File: src/rtl/monolith_pkg.sv
// Shared types and defaults for the circulant matrix-vector multiplier streaming shell.
package monolith_pkg;

    localparam int WORD_WIDTH_DEFAULT = 31;
    localparam int MTX_SIZE_DEFAULT   = 16;

    typedef bit [WORD_WIDTH_DEFAULT-1:0] word_t;

    typedef enum logic [1:0] {
        LOAD,
        START,
        COMPUTE,
        DRAIN
    } stream_io_state_e;

endpackage

File: src/rtl/circ_mvm_stream_io.sv
// Streaming shell for the circulant multiplier: loads MTX_SIZE words, pulses the multiplier
// through reset with a stable vector, then drains the captured result word by word.
module circ_mvm_stream_io
    import monolith_pkg::*;
#(
    parameter int WORD_WIDTH = WORD_WIDTH_DEFAULT,
    parameter int MTX_SIZE   = MTX_SIZE_DEFAULT
) (
    input  logic                  clk,
    input  logic                  reset,
    input  logic [WORD_WIDTH-1:0] in_data,
    input  logic                  in_valid,
    output logic                  in_ready,
    output logic [WORD_WIDTH-1:0] mul_vec    [MTX_SIZE],
    output logic                  mul_reset,
    input  logic [WORD_WIDTH-1:0] mul_result [MTX_SIZE],
    input  logic                  mul_valid,
    output logic [WORD_WIDTH-1:0] out_data,
    output logic                  out_valid,
    input  logic                  out_ready,
    output logic                  out_last,
    output logic                  busy
);

    localparam int               IDX_W    = $clog2(MTX_SIZE);
    localparam logic [IDX_W-1:0] LAST_IDX = IDX_W'(MTX_SIZE - 1);

    stream_io_state_e      state_q, state_d;
    logic [IDX_W-1:0]      in_idx_q, in_idx_d;
    logic [IDX_W-1:0]      out_idx_q, out_idx_d;
    logic                  armed_q, armed_d;
    logic [WORD_WIDTH-1:0] vbuf_q [MTX_SIZE];
    logic [WORD_WIDTH-1:0] vbuf_d [MTX_SIZE];
    logic [WORD_WIDTH-1:0] rbuf_q [MTX_SIZE];
    logic [WORD_WIDTH-1:0] rbuf_d [MTX_SIZE];

    always_comb begin
        state_d   = state_q;
        in_idx_d  = in_idx_q;
        out_idx_d = out_idx_q;
        armed_d   = armed_q;
        vbuf_d    = vbuf_q;
        rbuf_d    = rbuf_q;
        case (state_q)
            LOAD: begin
                if (in_valid) begin
                    vbuf_d[in_idx_q] = in_data;
                    if (in_idx_q == LAST_IDX) begin
                        in_idx_d = '0;
                        state_d  = START;
                    end else begin
                        in_idx_d = in_idx_q + IDX_W'(1);
                    end
                end
            end
            START: begin
                armed_d = 1'b0;
                state_d = COMPUTE;
            end
            COMPUTE: begin
                // The multiplier's valid may still reflect its reset state on the first cycle.
                armed_d = 1'b1;
                if (armed_q && mul_valid) begin
                    rbuf_d  = mul_result;
                    state_d = DRAIN;
                end
            end
            DRAIN: begin
                if (out_ready) begin
                    if (out_idx_q == LAST_IDX) begin
                        out_idx_d = '0;
                        state_d   = LOAD;
                    end else begin
                        out_idx_d = out_idx_q + IDX_W'(1);
                    end
                end
            end
            default: state_d = LOAD;
        endcase
    end

    always_ff @(posedge clk) begin
        if (reset) begin
            state_q   <= LOAD;
            in_idx_q  <= '0;
            out_idx_q <= '0;
            armed_q   <= 1'b0;
            for (int i = 0; i < MTX_SIZE; i++) begin
                vbuf_q[i] <= '0;
                rbuf_q[i] <= '0;
            end
        end else begin
            state_q   <= state_d;
            in_idx_q  <= in_idx_d;
            out_idx_q <= out_idx_d;
            armed_q   <= armed_d;
            vbuf_q    <= vbuf_d;
            rbuf_q    <= rbuf_d;
        end
    end

    assign mul_vec   = vbuf_q;
    assign in_ready  = !reset && (state_q == LOAD);
    assign mul_reset = reset || (state_q != COMPUTE);
    assign out_valid = !reset && (state_q == DRAIN);
    assign out_last  = !reset && (state_q == DRAIN) && (out_idx_q == LAST_IDX);
    assign out_data  = rbuf_q[out_idx_q];
    assign busy      = !reset && ((state_q != LOAD) || (in_idx_q != '0));

endmodule

File: config.mk
export PLATFORM = sky130hd
export DESIGN_NAME = circ_mvm_stream_io
export DESIGN_NICKNAME = d
export VERILOG_FILES = /design/src/rtl/monolith_pkg.sv /design/src/rtl/circ_mvm_stream_io.sv
export SDC_FILE = /design/constraint.sdc
export NUM_CORES = 2
export LEC_CHECK = 0
export CORE_AREA = 2 2 416 418
export DETAILED_ROUTE_END_ITERATION = 8
export DIE_AREA = 0 0 418 420
export GPL_ROUTABILITY_DRIVEN = 0
export SKIP_CTS_REPAIR_TIMING = 1
export SLEW_MARGIN = 10
export SYNTH_ARGS = -nofsm -noshare
export SYNTH_HDL_FRONTEND = slang
export SYNTH_SLANG_ARGS = --single-unit
export TNS_END_PERCENT = 100
File: constraint.sdc
create_clock -name clk -period 5.4 [get_ports clk]
set_input_delay 1.08 -clock clk [delete_from_list [all_inputs] [get_ports clk]]
set_output_delay 1.08 -clock clk [all_outputs]
set_load 0.02 [all_outputs]
==> results.md <==
* P&R area growth vs syn at 40.7%
* Clock Path Buffers at 3
* Peak VDD IR at 244 uV
* Buffers on Ports at 1063
* Crit. End Element: output pin
* Min cycle time layout at 5.20 ns
* Ports at 1064
* Synthesized area per cell at 8.19 um^2
* Cell Area, Synth at 40000 um^2
* Placeable Area at 171000 um^2
* Placed Area at 52300 um^2
* Die Wd at 418 um
* Max-Cap Viols at 0
* Largest net degree at the start of global routing at 223
* Crit path buffers/inverters at 3
* Dpl cells at 7725
* Clock Sink Count at 1003
* Routed len/inst at 26.4 um
* CTS buffer count at 111
* Synth Instances at 4891
* Final ANT Viol Nets at 0
* Final critical-path share of the clock period at 96.3%
* DP HPWL at 149 mm
* Commonest cells post-synth: nand2_1 (1004), dfxtp_1 (1003), a21oi_1 (995)
* HP Class: reg -> reg
* Clock slew at reported path FFs at 0.06 ns
* Top FF cell, synth: dfxtp_1
* Fin area at 56300 um^2
* Slew HR at 11.2%
* CP Max Fanout at 27
* Synth async-reset ratio at 0%
* CTS tree: done
* Total track usage at 22.5%
* Clk_skew at 0.0430 ns
* Vias in the first global route at 37960
* Crit path cell chain: buf_12 -> mux4_2 -> nor2_1 -> o31ai_1 -> buf_4 -> clkdlybuf4s50_1
* Post-synthesis register bit count at 1003
* Initial Util at 23.4%
* Status: complete, no violations
* Util after Layout at 32.9%
* Worst path top cell family by delay: buffers and inverters
* Main area contributors after synthesis: dfxtp_1 (50%), a21oi_1 (12%), nand2_1 (9.4%), nand3_1 (6.3%), o21ai_0 (5.9%)
* Die height at 420 um
* Final #Nets at 6146
* Power per Cell Area at 299 nW/um^2
* Routed vias at 41329
* WL final at 210 mm
* CTS Root Cell: clkbuf_16
* Worst-Skew Late Latency at 0.76 ns
* DRC Markers at 0
* R2r worst-path depth at 8
* Top-count cell post-synth: nand2_1
* Hold Path Depth at 2
* Arrival time at the worst endpoint at 4.12 ns
* CTS HTree Levels at 3
* # rows at 152
* EDFF count, synth at 0
* Leakage at 17.6 nW
* Non-Filler Instances at 7962
* Final setup violation count at 0
* CP peak stage delay at 0.70 ns
* Worst-margin pin slew at 1.32 ns
* Proportion of layout cells with a drive suffix above 1 at 8.04%
* # fillers at 17802
* Synth warn at 0
* Biggest area consumer among synthesized cells: dfxtp_1
* Initial antenna violation count at 70
* Sequential share of the synthesized area at 50.1%
* Full die area at 176000 um^2
* First-pass GRT wire length at 285 mm
* Kind of critical path: reg -> out
* Fmax at 0.192 GHz
* Fin. Hold Viols at 0
* Crit path depth at 6
* Drt via density at 5.19
* Mapped Nets at 5432
* Slew Viols, Final at 0
* Required time of the critical path at 4.32 ns
* DR pass1 iterations at 6
* Cell variety after synth at 40
* GR Overflow Total at 0
* Slowest CP cell: dfxtp_4
* Drt initial violations at 5213
* RSZ-0062 raised after global routing: false
* Setup crit start kind: flop
* Top-area cell type share of the netlist area at 50.1%
* Setup_tns at 0 ns
==> metal layers <==
metal  vias to the layer above  part of all wire (%)  GRT usage (%)
met2                      2294                    45           34.3
met3                       522                   9.8           6.27
met5                         -                 0.030              0
met4                        12                   5.8           13.7
met1                     20148                    39           28.2
li1                      18353                     -              -
==> layout make-up <==
| cell class | instances | area, um^2 | share of cell area [%] |
|---|---|---|---|
| clock inverter | 40 | 657 | 1.17 |
| tap | 2233 | 2790 | 4.96 |
| inverter | 5 | 18.8 | 0.0333 |
| multi-input combinational | 3329 | 17900 | 31.7 |
| antenna | 32 | 80.1 | 0.142 |
| timing repair buffer | 1155 | 11500 | 20.5 |
| clock buffer | 165 | 3270 | 5.81 |
| sequential | 1003 | 20100 | 35.7 |
==> final timing paths <==
check                                                from                         to  slack [ns]
worst max register to register    state_q[0]$_SDFFE_PP0P_  mul_vec[250]$_SDFFE_PP0P_        2.62
worst min register to register   rbuf_q[408]$_SDFFE_PP0P_   rbuf_q[408]$_SDFFE_PP0P_        0.45
worst min-delay path             rbuf_q[408]$_SDFFE_PP0P_   rbuf_q[408]$_SDFFE_PP0P_        0.45
worst max-delay path            out_idx_q[0]$_SDFFE_PP0P_               out_data[13]        0.20
==> cells in the final DEF, fill, tap and decap left out, types with 3 or more instances in the layout <==
cell / n
clkinv_2: 12
nand2_1: 1003
o21ai_0: 470
bufinv_16: 13
ha_1: 9
o21ai_1: 27
nand3_1: 499
buf_4: 76
o22ai_1: 31
clkdlybuf4s50_1: 1059
o31ai_2: 3
clkbuf_1: 26
o31ai_1: 28
nor2_1: 33
mux4_2: 93
inv_1: 5
clkbuf_16: 112
clkinvlp_4: 4
a22oi_1: 31
dfxtp_1: 999
and3_4: 5
diode_2: 32
clkbuf_8: 27
a21oi_1: 995
nand3_4: 5
mux2_2: 62
inv_8: 3
buf_12: 17
==> flip-flops by register name, indices dropped and copies added (netlist names) <==
signal	flops
mul_vec	496
rbuf_q	496
in_idx_q	4
out_idx_q	4
state_q	2
armed_q	1
==> report_power, final <==
| part | switching (W) | internal, W |
|---|---|---|
| registers | 0.0000211 | 0.00744 |
| logic | 0.000705 | 0.000476 |
| clock network | 0.00340 | 0.00483 |
| total | 0.00412 | 0.0127 |
==> cells by family after synthesis <==
group           Yosys count  share of synthesized area (%)
buf+inv                 559                           5.58
xor+xnor                  3                         0.0656
simple gates           1565                           16.4
flops                  1003                           50.1
mux                     157                           7.02
compound gates         1595                           20.5
fa+ha+maj                 9                          0.281
==> metrics by stage <==
| step | worst slack (ns) | hold WS (ns) | power [W] |
|---|---|---|---|
| 4_1_cts | 0.110 | 0.451 | 0.0170 |
| 5_1_grt | 0.0416 | 0.469 | 0.0173 |
| 3_5_place_dp | 0.930 | 0.443 | 0.00878 |
| 2_1_floorplan | 2.33 | 0.433 | 0.00800 |
| 3_3_place_gp | 0.946 | 0.441 | 0.00878 |
| 6_report | 0.201 | 0.451 | 0.0169 |
==> tightest hold or removal path, cell delays in order, from the launching register on <==
cell     delay, ns
dfxtp_1       0.30
nand2_1       0.05
a21oi_1       0.05
Power figures use the tool's default switching activity.
